$ cat src/rtl/fir_piso_serializer.sv
// fir_piso_serializer
// Stereo output stage behind the FIR left/right accumulators. Each channel
// converts its wide accumulator result to a saturated output sample and holds
// it; a Frame request shifts out {left, right} MSB first on a single line.
// Sticky flags report saturation, overwritten samples and Frame requests that
// arrive while a word is still being shifted.
module fir_piso_serializer #(
    parameter int W_ACC = 40,
    parameter int W_OUT = 16,
    parameter int FRAC  = 16
) (
    input  logic             Sclk,
    input  logic             Clear_n,
    input  logic             enable_PISO_L,
    input  logic             enable_PISO_R,
    input  logic [W_ACC-1:0] accL,
    input  logic [W_ACC-1:0] accR,
    input  logic             Frame,
    input  logic             clr_flags,
    output logic             Dout,
    output logic             OutReady,
    output logic             satL,
    output logic             satR,
    output logic             ovrL,
    output logic             ovrR,
    output logic             frame_err
);

    // ------------------------------------------------------------------
    // Derived sizes and constants
    // ------------------------------------------------------------------
    localparam int W_FRAME = 2 * W_OUT;
    localparam int W_CNT   = $clog2(W_FRAME);
    // Lowest accumulator bit that must agree with the sign bit for the
    // sample to be representable without saturation.
    localparam int SAT_LO  = FRAC + W_OUT - 1;
    localparam int W_TOP   = W_ACC - SAT_LO;

    localparam logic [W_CNT-1:0] LAST_BIT = W_CNT'(W_FRAME - 1);
    localparam logic [W_OUT-1:0] MAX_POS  = {1'b0, {(W_OUT-1){1'b1}}};
    localparam logic [W_OUT-1:0] MAX_NEG  = {1'b1, {(W_OUT-1){1'b0}}};

    typedef enum logic {
        IDLE  = 1'b0,
        SHIFT = 1'b1
    } stateType;

    // ------------------------------------------------------------------
    // Registers and their next-state values
    // ------------------------------------------------------------------
    stateType             state;
    stateType             stateNext;
    logic [W_FRAME-1:0]   sreg;
    logic [W_FRAME-1:0]   sregNext;
    logic [W_CNT-1:0]     bitCnt;
    logic [W_CNT-1:0]     bitCntNext;
    logic                 doutNext;
    logic                 outReadyNext;

    logic [W_OUT-1:0]     holdL;
    logic [W_OUT-1:0]     holdR;
    logic [W_OUT-1:0]     holdLNext;
    logic [W_OUT-1:0]     holdRNext;
    logic                 validL;
    logic                 validR;
    logic                 validLNext;
    logic                 validRNext;

    // Frame accepted this cycle: sreg loads the pre-capture hold values.
    logic                 frameLoad;

    // Flag-set events for this cycle
    logic                 satLSet;
    logic                 satRSet;
    logic                 ovrLSet;
    logic                 ovrRSet;
    logic                 frameErrSet;

    // ------------------------------------------------------------------
    // Conversion: accumulator -> saturated, truncated output sample
    // ------------------------------------------------------------------
    logic [W_TOP-1:0]     topL;
    logic [W_TOP-1:0]     topR;
    logic                 satCondL;
    logic                 satCondR;
    logic [W_OUT-1:0]     sampleL;
    logic [W_OUT-1:0]     sampleR;

    // The fractional bits below the output LSB are discarded by truncation.
    logic [2*FRAC-1:0]    unusedFracBits;
    assign unusedFracBits = {accL[FRAC-1:0], accR[FRAC-1:0]};

    assign topL = accL[W_ACC-1:SAT_LO];
    assign topR = accR[W_ACC-1:SAT_LO];

    // Representable only when every bit from the sign down to the sample MSB
    // agrees; otherwise clamp toward the sign of the accumulator.
    assign satCondL = !((&topL) || !(|topL));
    assign satCondR = !((&topR) || !(|topR));

    assign sampleL = satCondL ? (accL[W_ACC-1] ? MAX_NEG : MAX_POS)
                              : accL[SAT_LO:FRAC];
    assign sampleR = satCondR ? (accR[W_ACC-1] ? MAX_NEG : MAX_POS)
                              : accR[SAT_LO:FRAC];

    // ------------------------------------------------------------------
    // Frame FSM: next state, shift datapath and serial outputs
    // ------------------------------------------------------------------
    // Decide the next state, shift-register contents and serial outputs.
    always_comb begin
        // NOTE: every signal driven here gets a default first, so no path
        // through the case statement can leave a latch behind.
        stateNext    = state;
        sregNext     = sreg;
        bitCntNext   = bitCnt;
        doutNext     = 1'b0;
        outReadyNext = 1'b0;
        frameLoad    = 1'b0;
        frameErrSet  = 1'b0;

        case (state)
            IDLE: begin
                // Load is unconditional: a channel without a fresh sample
                // simply resends whatever it last held.
                if (Frame) begin
                    frameLoad  = 1'b1;
                    sregNext   = {holdL, holdR};
                    bitCntNext = '0;
                    stateNext  = SHIFT;
                end
            end

            SHIFT: begin
                doutNext     = sreg[W_FRAME-1];
                outReadyNext = 1'b1;
                sregNext     = {sreg[W_FRAME-2:0], 1'b0};
                bitCntNext   = bitCnt + W_CNT'(1);
                // A request during any shift cycle, including the last one,
                // is dropped and reported; the word in flight is untouched.
                frameErrSet  = Frame;
                if (bitCnt == LAST_BIT) begin
                    stateNext = IDLE;
                end
            end

            default: begin
                stateNext = IDLE;
            end
        endcase
    end

    // State register plus shift datapath; outputs are registered.
    always_ff @(posedge Sclk or negedge Clear_n) begin
        if (!Clear_n) begin
            state    <= IDLE;
            sreg     <= '0;
            bitCnt   <= '0;
            Dout     <= 1'b0;
            OutReady <= 1'b0;
        end else begin
            // NOTE: non-blocking assignments, so every register updates from
            // the values present before the edge regardless of order.
            state    <= stateNext;
            sreg     <= sregNext;
            bitCnt   <= bitCntNext;
            Dout     <= doutNext;
            OutReady <= outReadyNext;
        end
    end

    // ------------------------------------------------------------------
    // Per-channel capture: hold register and valid bit
    // ------------------------------------------------------------------
    // Compute capture results; a same-cycle capture wins over the Frame clear.
    always_comb begin
        holdLNext  = holdL;
        holdRNext  = holdR;
        validLNext = validL;
        validRNext = validR;

        if (enable_PISO_L) begin
            holdLNext  = sampleL;
            validLNext = 1'b1;
        end else if (frameLoad) begin
            validLNext = 1'b0;
        end

        if (enable_PISO_R) begin
            holdRNext  = sampleR;
            validRNext = 1'b1;
        end else if (frameLoad) begin
            validRNext = 1'b0;
        end
    end

    // Hold registers and valid bits for both channels.
    always_ff @(posedge Sclk or negedge Clear_n) begin
        if (!Clear_n) begin
            // NOTE: the hold registers are reset as well, because a Frame
            // after reset must transmit zeros rather than stale data.
            holdL  <= '0;
            holdR  <= '0;
            validL <= 1'b0;
            validR <= 1'b0;
        end else begin
            holdL  <= holdLNext;
            holdR  <= holdRNext;
            validL <= validLNext;
            validR <= validRNext;
        end
    end

    // ------------------------------------------------------------------
    // Sticky status flags
    // ------------------------------------------------------------------
    assign satLSet = enable_PISO_L && satCondL;
    assign satRSet = enable_PISO_R && satCondR;
    // Overrun only when the unsent sample is really lost: if the Frame load
    // takes it in the same cycle, the new capture is not an overwrite.
    assign ovrLSet = enable_PISO_L && validL && !frameLoad;
    assign ovrRSet = enable_PISO_R && validR && !frameLoad;

    // Sticky flags: a set event in the same cycle overrides clr_flags.
    always_ff @(posedge Sclk or negedge Clear_n) begin
        if (!Clear_n) begin
            satL      <= 1'b0;
            satR      <= 1'b0;
            ovrL      <= 1'b0;
            ovrR      <= 1'b0;
            frame_err <= 1'b0;
        end else begin
            satL      <= satLSet     || (satL      && !clr_flags);
            satR      <= satRSet     || (satR      && !clr_flags);
            ovrL      <= ovrLSet     || (ovrL      && !clr_flags);
            ovrR      <= ovrRSet     || (ovrR      && !clr_flags);
            frame_err <= frameErrSet || (frame_err && !clr_flags);
        end
    end

endmodule

$ cat config.mk
export PLATFORM = sky130hd
export DESIGN_NAME = fir_piso_serializer
export DESIGN_NICKNAME = d
export VERILOG_FILES = /design/src/rtl/fir_piso_serializer.sv
export SDC_FILE = /design/constraint.sdc
export NUM_CORES = 1
export LEC_CHECK = 0
export BUFFER_PORTS_ARGS = -buffer_cell sky130_fd_sc_hd__buf_2
export CORE_ASPECT_RATIO = 2
export CORE_MARGIN = 1.5
export CORE_UTILIZATION = 48
export DETAILED_ROUTE_END_ITERATION = 10
export GPL_ROUTABILITY_DRIVEN = 0
export GPL_TIMING_DRIVEN = 0
export HOLD_SLACK_MARGIN = 0.02
export PLACE_DENSITY = 0.76
export SLEW_MARGIN = 20
export SYNTH_ARGS = -nofsm -noshare
export SYNTH_HDL_FRONTEND = slang
export SYNTH_SLANG_ARGS = --single-unit
$ cat constraint.sdc
create_clock -name Sclk -period 1.25 [get_ports Sclk]
set_input_delay 0.1875 -clock Sclk [delete_from_list [all_inputs] [get_ports Sclk]]
set_output_delay 0.1875 -clock Sclk [all_outputs]
set_load 0.02 [all_outputs]
* Yosys cells after proc, flatten, opt, wreduce, memory -nomap -nowiden
Index checks and enable logic that the tools add are counted.
Word-level totals: bits in registers 79, logic and storage cells 66, input port bits 86
Operators by class: multiplexer cells 18, bitwise logic cells 1, reduce and logical (&&, ||, !) cells 30, add/sub/neg operators 1, equality and inequality tests 2
Operator list (number):
- 16-bit 2-to-1 mux | 4
- 32-bit one-hot mux with 2 select lines | 1
- 32-bit 2-to-1 mux | 1
- 9-bit AND reduction | 2
- 9-bit OR reduction | 2
- 1-bit logical AND | 11
- 5-bit one-hot mux with 2 select lines | 1
- 1-bit 2-to-1 mux | 9
- 1-bit logical OR | 7
- 1-bit logical NOT | 6
- 5-bit by 1-bit adder with 5-bit output, second input constant | 1
- 5-bit == test, second input constant | 1
- 5-bit 2-to-1 mux | 1
- 2-bit nonzero test | 2
- 2-bit != test, second input constant | 1
- 1-bit one-hot mux with 2 select lines | 1
- 1-bit NOT | 1

* Longest topological paths before layout
Gate-level depths: netlist of run 1.
word-level depth 6, gate-level depth with buffers 5

* Worst setup path before layout of run 1
OpenSTA, ideal clock, no wires.
kind reg2reg, start point register bitCnt[0], end point register bitCnt[4], buffers on the path 0, cell stages (with the launch flop) 5, arrival 1.245 ns, library setup time 0.121 ns, path slack -0.116 ns, cell sequence dfrtp_1 -> ha_1 -> and3_1 -> ha_1 -> a22o_1
Between the ends: cells in the longest elaborated chain, start to end 2
RTL lines:
- from (decl) | RTL line 55 | logic [W_CNT-1:0] bitCnt;
- from (signal assigned) | RTL line 165 | bitCnt <= bitCntNext;
- 5-bit by 1-bit adder with 5-bit output | RTL line 137 | bitCntNext = bitCnt + W_CNT'(1);
- 5-bit one-hot mux with 2 select lines | RTL line 121 | case (state)
No other way between the ends. A chain may end at the register's enable or synchronous reset.

* Worst setup path in the final report of run 1
start point register bitCnt[1], end point register bitCnt[4]
The elaborated chain is that of the path after synthesis.

==> flow_metrics.py, run 1 <==
metrics = {
    "die": {
        "core_mm2": 0.007601,
        "fp.dieW_um": 65.52,
        "die_area_mm2": 0.008389,
        "io_pins": 93,
        "rows": 45,
        "die_height_um": 128.0,
        "start_util_pct": 49.37,
    },
    "worst_setup_path": {
        "worstPathArrival_ns": 1.48,
        "worstPathCellList": "ha_2, and3_4, ha_4, a22o_1",
        "crit_path_end_kind": "flop",
        "path_max_fanout": 2,
        "slowest_delay_ns": 0.38,
        "r2r_setup_slack_ns": -0.01,
        "critPathBufInv": 0,
        "critPathLaunchType": "flop",
        "path_depth": 4,
        "timing.rr.end": "bitCnt[4]$_DFFE_PN0P_",
        "cp_slowest_cell": "dfrtp_1",
        "cp_top_family": "adder cells",
        "crit_required_ns": 1.47,
        "reg2reg_from": "bitCnt[1]$_DFFE_PN0P_",
        "worst-setup-path-type": "reg -> reg",
        "r2r_cells": 4,
    },
    "synthesis": {
        "synth_edf_count": 0,
        "synth_largest_area_cell": "dfrtp_1",
        "syn_area_per_cell_um2": 10.97,
        "yosysUniqueCellTypes": 35,
        "synth_cells": 342,
        "synth-seq-cells": 79,
        "syn_nets": 430,
        "async_flop_share_pct": 100.0,
        "syn_area_mm2": 0.003752,
        "synth.top_cell.area_share_pct": 52.68,
        "yosysSeqAreaShare_pct": 52.68,
        "synth_area_leaders": "dfrtp_1 (53%), mux2i_1 (8.8%), o221ai_2 (8.0%)",
        "yosysWarnings": 0,
        "synthTopCellsByCount": "dfrtp_1 (79), nand2_1 (68), inv_1 (33), mux2i_1 (33)",
        "yosysMostFrequentCell": "dfrtp_1",
        "synth_ff_type": "dfrtp_1",
    },
    "sta": {
        "slew_headroom_pct": 61.81,
        "worst_slack_ns": -0.01396,
        "max_freq_mhz": 791.2,
        "grt_setup_unrepaired": "yes",
        "slew_violations": 0,
        "finClkSkew_ns": 0.004253,
        "hold_violations": 0,
        "finalCritPeriodShare_pct": 101.1,
        "setup_tns_ns": -0.01396,
        "layout_min_cycle_time_ns": 1.264,
        "worst_pin_slew_ns": 0.5728,
        "setup_viol": 1,
    },
    "clocking": {
        "clkTransAtPathRegs_ns": 0.05,
        "clk_latency_ns": 0.33,
        "htree_levels": 3,
        "clock_path_buffers": 2,
        "numCtsBuffers": 9,
        "cts_tree": "built",
        "root_buffer": "clkbuf_16",
        "clock_sinks": 79,
    },
    "pwr": {
        "power.share.clock_pct": 30.6,
        "p_int_w": 0.005520,
        "combPwrFrac_pct": 23.9,
        "leakage_nw": 2.192,
        "switchingPower_w": 0.002248,
        "p_seq_share_pct": 45.5,
        "p_sw_share_pct": 28.94,
        "total_power_w": 0.007768,
        "power_density_mw_per_mm2": 1712,
        "ir_worst_vdd_v": 0.001118,
    },
    "placed_design": {
        "port-buffer-count": 58,
        "dpl.hpwl_um": 6008,
        "dpl_cell_area_mm2": 0.004193,
    },
    "finish": {
        "n_fill_cell": 625,
        "layout-drive-gt1-share_pct": 31.13,
        "final_core_util_pct": 59.69,
        "area_growth_pct": 20.91,
        "antenna_cells": 0,
        "final_area_mm2": 0.004537,
        "nets": 507,
    },
    "drt": {
        "dr.pass1.iters": 5,
        "vias": 2748,
        "vias_per_cell": 5.305,
        "ant_nets": 0,
        "first_iter_violations": 116,
        "drc_errors": 0,
        "wl_per_cell_um": 15.28,
        "routed_wirelength_um": 7916,
    },
    "min_path": {
        "hold_start": "enable_PISO_L",
        "min_to": "validL$_DFFE_PN0P_",
        "hold_path.class": "in -> reg",
        "worstHoldPathCells": 3,
    },
    "outcome": {
        "violations": "negative setup slack",
        "outcome": "finished with violations",
    },
    "global_route": {
        "grt_max_degree": 55,
        "grt_pass1_wl_um": 12770,
        "grt_pass1_vias": 2763,
        "grt_util_all_layers_pct": 20.39,
        "antenna_found_initial": 0,
        "grt_overflow_total": 0,
    },
    "job": {
        "cap_violations": 0,
    },
}
final cells by class:
| class | count | area (µm²) | share of cell area (%) |
|---|---|---|---|
| inverters | 35 | 131.4 | 2.896 |
| flip-flops and latches | 79 | 1977 | 43.57 |
| clock buffers | 16 | 271.5 | 5.985 |
| multi-input cells | 204 | 1488 | 32.79 |
| well taps | 94 | 117.6 | 2.592 |
| plain buffers | 24 | 176.4 | 3.889 |
| repair buffers | 66 | 375.4 | 8.274 |
per-stage QoR:
stage          hold slack [ns]  worst slack [ns]  cells
4_1_cts                 0.1003          -0.03074    515
3_5_place_dp            0.1324           -0.1218    495
6_report                0.1119          -0.01396    518
3_3_place_gp            0.4156           -0.5472    494
2_1_floorplan          -0.1081          -0.04057    342
5_1_grt                 0.1291          -0.04214    518
registers in the layout (all words and copies together), names as in the netlist, 5 cells and up:
register  cells
holdR        16
bitCnt        5
sreg         32
holdL        16
placed cells by master, fill, tap and decap left out, drive strengths merged, types with 2 or more instances in the layout:
master and instances:
nand2 68, nor2 2, buf 84, inv 35, ha 2, dfrtp 79, nand2b 6, nor4 4
a211o 2, o21a 2, clkbuf 21, o21ai 34, mux2i 33, o211ai 2, o22ai 2, o221ai 30
nand3 3, nand4 4, mux2 2
worst max path at each step:
| stage | startpoint | to | slack (ns) |
|---|---|---|---|
| 2_1_floorplan | bitCnt[0]$_DFFE_PN0P_ | bitCnt[4]$_DFFE_PN0P_ | -0.04 |
| 3_3_place_gp | Clear_n | satL$_DFF_PN0_ | -0.55 |
| 3_5_place_dp | bitCnt[0]$_DFFE_PN0P_ | bitCnt[4]$_DFFE_PN0P_ | -0.12 |
| 5_1_grt | bitCnt[1]$_DFFE_PN0P_ | bitCnt[4]$_DFFE_PN0P_ | -0.04 |
| 6_report | bitCnt[1]$_DFFE_PN0P_ | bitCnt[4]$_DFFE_PN0P_ | -0.01 |
| 4_1_cts | bitCnt[0]$_DFFE_PN0P_ | bitCnt[4]$_DFFE_PN0P_ | -0.03 |
repair_timing:
item / 4_1_cts / 5_1_grt
pin swaps: 2 / 2
buffers inserted: 3 / 3
gates resized for setup: 2 / 1
setup endpoints to repair: 1 / 1
endpoints found under the hold margin: 25 / 0
hold buffers: 1 / 0
routing by layer:
metal	routed length (µm)	vias up	track usage, %	share of wire, %
met4	259	0	11.27	3.3
met3	209	13	4.126	2.6
li1	-	1349	-	-
met1	2945	1332	20.71	37
met2	4501	54	37.52	57
met5	0	-	0	0
worst min-delay path, stage by stage:
cell	delay, ns
buf_4	0.12
inv_2	0.05
nand2_1	0.05
power by group through the flow:
stage | sequential [W] | clock (W) | combinational, W
after global routing | 0.00360 | 0.00254 | 0.00209
after CTS | 0.00353 | 0.00244 | 0.00180
after floorplan | 0.00352 | 0 | 0.00117
after detailed placement | 0.00357 | 0 | 0.00168
after global placement | 0.00354 | 0 | 0.00160
final | 0.00354 | 0.00238 | 0.00185
cells by family after synthesis:
family,synth area share [%]
AND/OR/NAND/NOR,11.20
flip-flops,52.68
AO/OA/AOI/OAI,17.37
buffers and inverters,8.203
multiplexers,9.403
XOR/XNOR,0.4669
adder cells (fa/ha/maj),0.6668
No activity file was read; power rests on OpenSTA's default activity.
==> run 2: changes to the inputs <==
--- a/config.mk
+++ b/config.mk
@@ -9,6 +9,7 @@
 export CORE_ASPECT_RATIO = 2
 export CORE_MARGIN = 1.5
 export CORE_UTILIZATION = 48
+export CTS_BUF_LIST = sky130_fd_sc_hd__clkbuf_8 sky130_fd_sc_hd__clkbuf_16
 export DETAILED_ROUTE_END_ITERATION = 10
 export GPL_ROUTABILITY_DRIVEN = 0
 export GPL_TIMING_DRIVEN = 0
==> run 2 against run 1 <==
  * Highest routed layer unchanged
  * Largest cell class unchanged
  * The flow still finishes with violations (negative setup slack)
  * Clock power decreased by 2%
  * Critical path type unchanged
  * Cell count unchanged
  * Routed wire length about the same
  * Critical path depth did not move
  * Clock skew hardly changed
==> flow_metrics.py, run 2 (synthesis gave the netlist of run 1 again) <==
metrics = {
    "placed_design": {
        "dpl_cell_area_mm2": 0.004193,
        "dp_cells": 495,
        "port-buffer-count": 58,
        "dpl.hpwl_um": 6008,
    },
    "global_route": {
        "grt_overflow_total": 0,
        "grt_max_degree": 55,
        "grt_pass1_vias": 2763,
        "antenna_found_initial": 0,
        "grt_pass1_wl_um": 12770,
        "grt_util_all_layers_pct": 20.39,
    },
    "clocking": {
        "clock_path_buffers": 2,
        "htree_levels": 3,
        "clk_latency_ns": 0.33,
        "clkTransAtPathRegs_ns": 0.05,
        "root_buffer": "clkbuf_16",
        "cts_tree": "built",
        "numCtsBuffers": 9,
        "clock_sinks": 79,
    },
    "pwr": {
        "power_density_mw_per_mm2": 1703,
        "power.share.clock_pct": 30.2,
        "p_sw_share_pct": 29.08,
        "total_power_w": 0.007725,
        "p_int_w": 0.005479,
        "p_seq_share_pct": 45.8,
        "switchingPower_w": 0.002247,
        "combPwrFrac_pct": 24.0,
        "ir_worst_vdd_v": 0.001118,
        "leakage_nw": 2.213,
    },
    "worst_setup_path": {
        "slowest_delay_ns": 0.38,
        "critPathLaunchType": "flop",
        "worst-setup-path-type": "reg -> reg",
        "r2r_setup_slack_ns": -0.01,
        "timing.rr.end": "bitCnt[4]$_DFFE_PN0P_",
        "cp_slowest_cell": "dfrtp_1",
        "crit_required_ns": 1.47,
        "r2r_cells": 4,
        "worstPathArrival_ns": 1.48,
        "crit_path_end_kind": "flop",
        "reg2reg_from": "bitCnt[1]$_DFFE_PN0P_",
        "path_max_fanout": 2,
        "worstPathCellList": "ha_2, and3_4, ha_4, a22o_1",
    },
    "finish": {
        "nets": 507,
        "layout-drive-gt1-share_pct": 31.13,
        "antenna_cells": 0,
        "layout_commonest_cell": "dfrtp_1",
        "fin_cells": 518,
        "final_core_util_pct": 59.69,
        "layout_common_cells": "dfrtp_1 (79), nand2_1 (68), buf_2 (67)",
        "largest-register": "sreg",
        "reg_top3": "sreg x32, holdL x16, holdR x16",
        "largest_reg_flops": 32,
        "final_area_mm2": 0.004537,
        "area_growth_pct": 20.91,
    },
    "outcome": {
        "violations": "negative setup slack",
        "outcome": "finished with violations",
    },
    "drt": {
        "highest_layer": "met4",
        "routed_wirelength_um": 7912,
        "wl_met1_um": 2932,
        "ant_nets": 0,
        "vias_per_cell": 5.292,
        "drc_errors": 0,
        "dr_wl_met2_um": 4531,
        "first_iter_violations": 126,
        "vias": 2741,
        "routed-wl-met3_um": 216,
        "dr.pass1.iters": 5,
        "wl_per_cell_um": 15.27,
    },
    "sta": {
        "finClkSkew_ns": 0.004204,
        "slew_headroom_pct": 61.94,
        "grt_setup_unrepaired": "yes",
        "layout_min_cycle_time_ns": 1.264,
        "slew_violations": 0,
        "worst_pin_slew_ns": 0.5709,
        "max_freq_mhz": 791.2,
        "hold_violations": 0,
        "setup_viol": 1,
        "finalCritPeriodShare_pct": 101.1,
        "worst_slack_ns": -0.01383,
    },
    "min_path": {
        "min_to": "validL$_DFFE_PN0P_",
        "hold_start": "enable_PISO_L",
        "worstHoldPathCells": 3,
        "hold_path.class": "in -> reg",
    },
    "die": {
        "die_height_um": 128.0,
        "rows": 45,
        "die_area_mm2": 0.008389,
        "start_util_pct": 49.37,
        "io_pins": 93,
        "fp.dieW_um": 65.52,
        "core_mm2": 0.007601,
    },
    "job": {
        "cap_violations": 0,
    },
}
==> run 2: cell types whose count changed in the layout (fill, tap and decap cells not counted) <==
cell,delta
clkbuf_1,-5
inv_1,+5
==> run 2: worst max-delay path: cells and delay by family (launching register included) <==
kind                     cells  cell delay (ns)
AND/OR/NAND/NOR              1             0.18
flip-flops                   1             0.38
adder cells (fa/ha/maj)      2             0.39
AO/OA/AOI/OAI                1             0.20
==> run 2: timing repair <==
item	CTS	global route
hold buffers	1	0
hold endpoints to repair	25	0
resized for setup	2	1
setup buffers	3	3
pin swaps	2	2
setup endpoints to repair	1	1
==> run 2: power groups by stage <==
stage / Combinational, W / Clock (W) / Sequential [W]
3_3_place_gp: 0.00160 / 0 / 0.00354
6_report: 0.00185 / 0.00233 / 0.00354
4_1_cts: 0.00180 / 0.00240 / 0.00353
5_1_grt: 0.00209 / 0.00250 / 0.00360
3_5_place_dp: 0.00168 / 0 / 0.00357
2_1_floorplan: 0.00117 / 0 / 0.00352
==> run 2: routing by layer <==
layer / track usage (%) / vias to the layer above
li1: - / 1348
met1: 20.71 / 1328
met2: 37.52 / 55
met3: 4.126 / 10
met4: 11.27 / 0
met5: 0 / -
==> run 2: area by class of cell <==
type / instances / area (µm²)
tap: 94 / 117.6
inverter: 35 / 131.4
clock inverter: 5 / 18.77
multi-input combinational: 204 / 1488
timing repair buffer: 66 / 375.4
sequential: 79 / 1977
buffer: 24 / 176.4
fill: 625 / 3064
clock buffer: 11 / 252.7
==> run 2: how the worst max path moves through the flow <==
| stage | startpoint | endpoint | slack [ns] | cells after the start |
|---|---|---|---|---|
| after floorplan | bitCnt[0]$_DFFE_PN0P_ | bitCnt[4]$_DFFE_PN0P_ | -0.04 | 4 |
| after global placement | Clear_n | satL$_DFF_PN0_ | -0.55 | 1 |
| after detailed placement | bitCnt[0]$_DFFE_PN0P_ | bitCnt[4]$_DFFE_PN0P_ | -0.12 | 4 |
| after CTS | bitCnt[0]$_DFFE_PN0P_ | bitCnt[4]$_DFFE_PN0P_ | -0.03 | 4 |
| after global routing | bitCnt[1]$_DFFE_PN0P_ | bitCnt[4]$_DFFE_PN0P_ | -0.04 | 4 |
| final | bitCnt[1]$_DFFE_PN0P_ | bitCnt[4]$_DFFE_PN0P_ | -0.01 | 4 |
==> run 2: through the flow <==
step                setup TNS [ns]  setup slack, ns  hold slack (ns)
global placement            -42.92          -0.5472           0.4156
detailed placement         -0.1261          -0.1218           0.1324
floorplan                 -0.04057         -0.04057          -0.1081
finish                    -0.01383         -0.01383           0.1124
CTS                       -0.03065         -0.03065           0.1001
global route              -0.04239         -0.04239           0.1291
==> run 3: changes to the inputs <==
--- a/config.mk
+++ b/config.mk
@@ -8,13 +8,12 @@
 export BUFFER_PORTS_ARGS = -buffer_cell sky130_fd_sc_hd__buf_2
 export CORE_ASPECT_RATIO = 2
 export CORE_MARGIN = 1.5
-export CORE_UTILIZATION = 48
+export CORE_UTILIZATION = 30
 export CTS_BUF_LIST = sky130_fd_sc_hd__clkbuf_8 sky130_fd_sc_hd__clkbuf_16
 export DETAILED_ROUTE_END_ITERATION = 10
 export GPL_ROUTABILITY_DRIVEN = 0
 export GPL_TIMING_DRIVEN = 0
 export HOLD_SLACK_MARGIN = 0.02
-export PLACE_DENSITY = 0.76
 export SLEW_MARGIN = 20
 export SYNTH_ARGS = -nofsm -noshare
 export SYNTH_HDL_FRONTEND = slang
==> run 3 against run 2 <==
  * The flow still finishes with violations (negative setup slack)
  * Routed wire length is 4.3% higher
  * Via count is 0.91% lower
  * Sequential cell count stayed put
  * Maximum frequency is 0.67% lower
  * Die area is 58% higher
  * Worst setup slack worse by 0.0085 ns
  * Critical endpoint unchanged
  * Highest routed layer unchanged
==> flow_metrics.py, run 3 (synthesis gave the netlist of run 1 again) <==
metrics = {
    "outcome": {
        "outcome": "finished with violations",
        "violations": "negative setup slack",
    },
    "sta": {
        "layout_min_cycle_time_ns": 1.272,
        "worst_pin_slew_ns": 0.5755,
        "slew_violations": 0,
        "finalCritPeriodShare_pct": 101.8,
        "max_freq_mhz": 786.0,
        "worst_slack_ns": -0.02231,
        "setup_viol": 1,
        "hold_violations": 0,
        "slew_headroom_pct": 61.63,
        "grt_setup_unrepaired": "yes",
        "finClkSkew_ns": 0.006023,
    },
    "drt": {
        "first_iter_violations": 146,
        "wl_per_cell_um": 14.53,
        "vias_per_cell": 4.782,
        "drc_errors": 0,
        "ant_nets": 0,
        "routed_wirelength_um": 8251,
        "dr.pass1.iters": 4,
        "vias": 2716,
    },
    "finish": {
        "layout_common_cells": "dfrtp_1 (78), nand2_1 (68), buf_2 (65)",
        "final_area_mm2": 0.004596,
        "layout_commonest_cell": "dfrtp_1",
        "antenna_cells": 0,
        "area_growth_pct": 22.47,
        "reg_top3": "sreg x32, holdL x16, holdR x16",
        "fin_cells": 568,
        "nets": 506,
        "n_fill_cell": 1191,
        "largest-register": "sreg",
        "layout-drive-gt1-share_pct": 32.07,
        "largest_reg_flops": 32,
        "final_core_util_pct": 37.68,
    },
    "die": {
        "fp.dieW_um": 82.08,
        "rows": 57,
        "die_height_um": 161.2,
        "io_pins": 93,
        "start_util_pct": 30.77,
        "die_area_mm2": 0.01323,
        "core_mm2": 0.01220,
    },
    "worst_setup_path": {
        "critPathLaunchType": "flop",
        "worstPathArrival_ns": 1.49,
        "path_max_fanout": 2,
        "worst-setup-path-type": "reg -> reg",
        "reg2reg_from": "bitCnt[1]$_DFFE_PN0P_",
        "worstSetupStartpoint": "bitCnt[1]$_DFFE_PN0P_",
        "crit_path_end_kind": "flop",
        "crit_required_ns": 1.47,
    },
    "global_route": {
        "antenna_found_initial": 0,
        "grt_pass1_wl_um": 13880,
        "grt_util_all_layers_pct": 13.89,
        "grt_overflow_total": 0,
        "grt_max_degree": 47,
        "grt_pass1_vias": 2889,
    },
    "clocking": {
        "cts_tree": "built",
        "root_buffer": "clkbuf_16",
        "numCtsBuffers": 9,
        "htree_levels": 3,
        "clk_latency_ns": 0.33,
        "clock_path_buffers": 2,
        "clkTransAtPathRegs_ns": 0.06,
        "clock_sinks": 79,
    },
    "job": {
        "cap_violations": 0,
    },
    "placed_design": {
        "dp_cells": 548,
        "port-buffer-count": 58,
        "dpl.hpwl_um": 6431,
        "dpl_cell_area_mm2": 0.004259,
    },
    "pwr": {
        "leakage_nw": 2.194,
        "ir_worst_vdd_v": 0.0007831,
        "power_density_mw_per_mm2": 1677,
    },
    "min_path": {
        "hold_path.class": "in -> reg",
        "hold_start": "enable_PISO_L",
    },
}
run 3: per-layer routing:
layer / share of wire [%] / global-route usage (%) / vias to the layer above / wire length, µm
li1: - / - / 1335 / -
met1: 38 / 14.96 / 1326 / 3142
met2: 58 / 25.30 / 47 / 4749
met3: 2.5 / 3.220 / 8 / 204
met4: 1.9 / 5.162 / 0 / 155
met5: 0 / 0 / - / 0
run 3: cell type report:
class / instances / area (µm²) / area share [%]
buffer: 24 / 182.7 / 3.975
clock buffer: 10 / 239.0 / 5.200
clock inverter: 4 / 25.02 / 0.5445
inverter: 35 / 131.4 / 2.859
multi-input combinational: 204 / 1488 / 32.37
sequential: 79 / 1978 / 43.04
tap: 147 / 183.9 / 4.002
timing repair buffer: 65 / 367.9 / 8.004
run 3: where the power goes:
part,internal (W),switching [W]
combinational,0.000884,0.000949
clock,0.00137,0.000971
sequential,0.00317,0.000362
total,0.00542,0.00228
run 3: worst max-delay path: stages, from the launching register on:
cell and delay, ns:
dfrtp_1 0.38, ha_2 0.20, and3_4 0.18, ha_4 0.20
a22o_1 0.20
run 3: worst paths after layout:
kind,cells after the start,slack [ns],to
worst min-delay path,3,0.12,validL$_DFFE_PN0P_
worst max-delay path,4,-0.02,bitCnt[4]$_DFFE_PN0P_
worst max register to register,4,-0.02,bitCnt[4]$_DFFE_PN0P_
worst min register to register,0,0.46,OutReady$_DFF_PN0_
max in group asynchronous,3,0.29,holdL[1]$_DFFE_PN0P_
min in group asynchronous,2,0.35,holdL[14]$_DFFE_PN0P_
run 3: per-stage QoR:
step / setup slack, ns / hold WS [ns] / TNS, ns / total power [W]
after floorplan: -0.04057 / -0.1081 / -0.04057 / 0.004691
after global placement: -0.5675 / 0.4388 / -44.31 / 0.005167
after detailed placement: -0.1273 / 0.1772 / -0.1312 / 0.005272
after CTS: -0.03726 / 0.1066 / -0.03726 / 0.007732
after global routing: -0.05464 / 0.1247 / -0.05464 / 0.008203
final: -0.02231 / 0.1157 / -0.02231 / 0.007706
run 3: what timing repair did:
item,CTS,global route
pin swaps,2,2
endpoints found under the hold margin,33,0
hold buffers,1,0
resized for setup,2,6
setup buffers,3,2
endpoints found under the setup margin,1,20
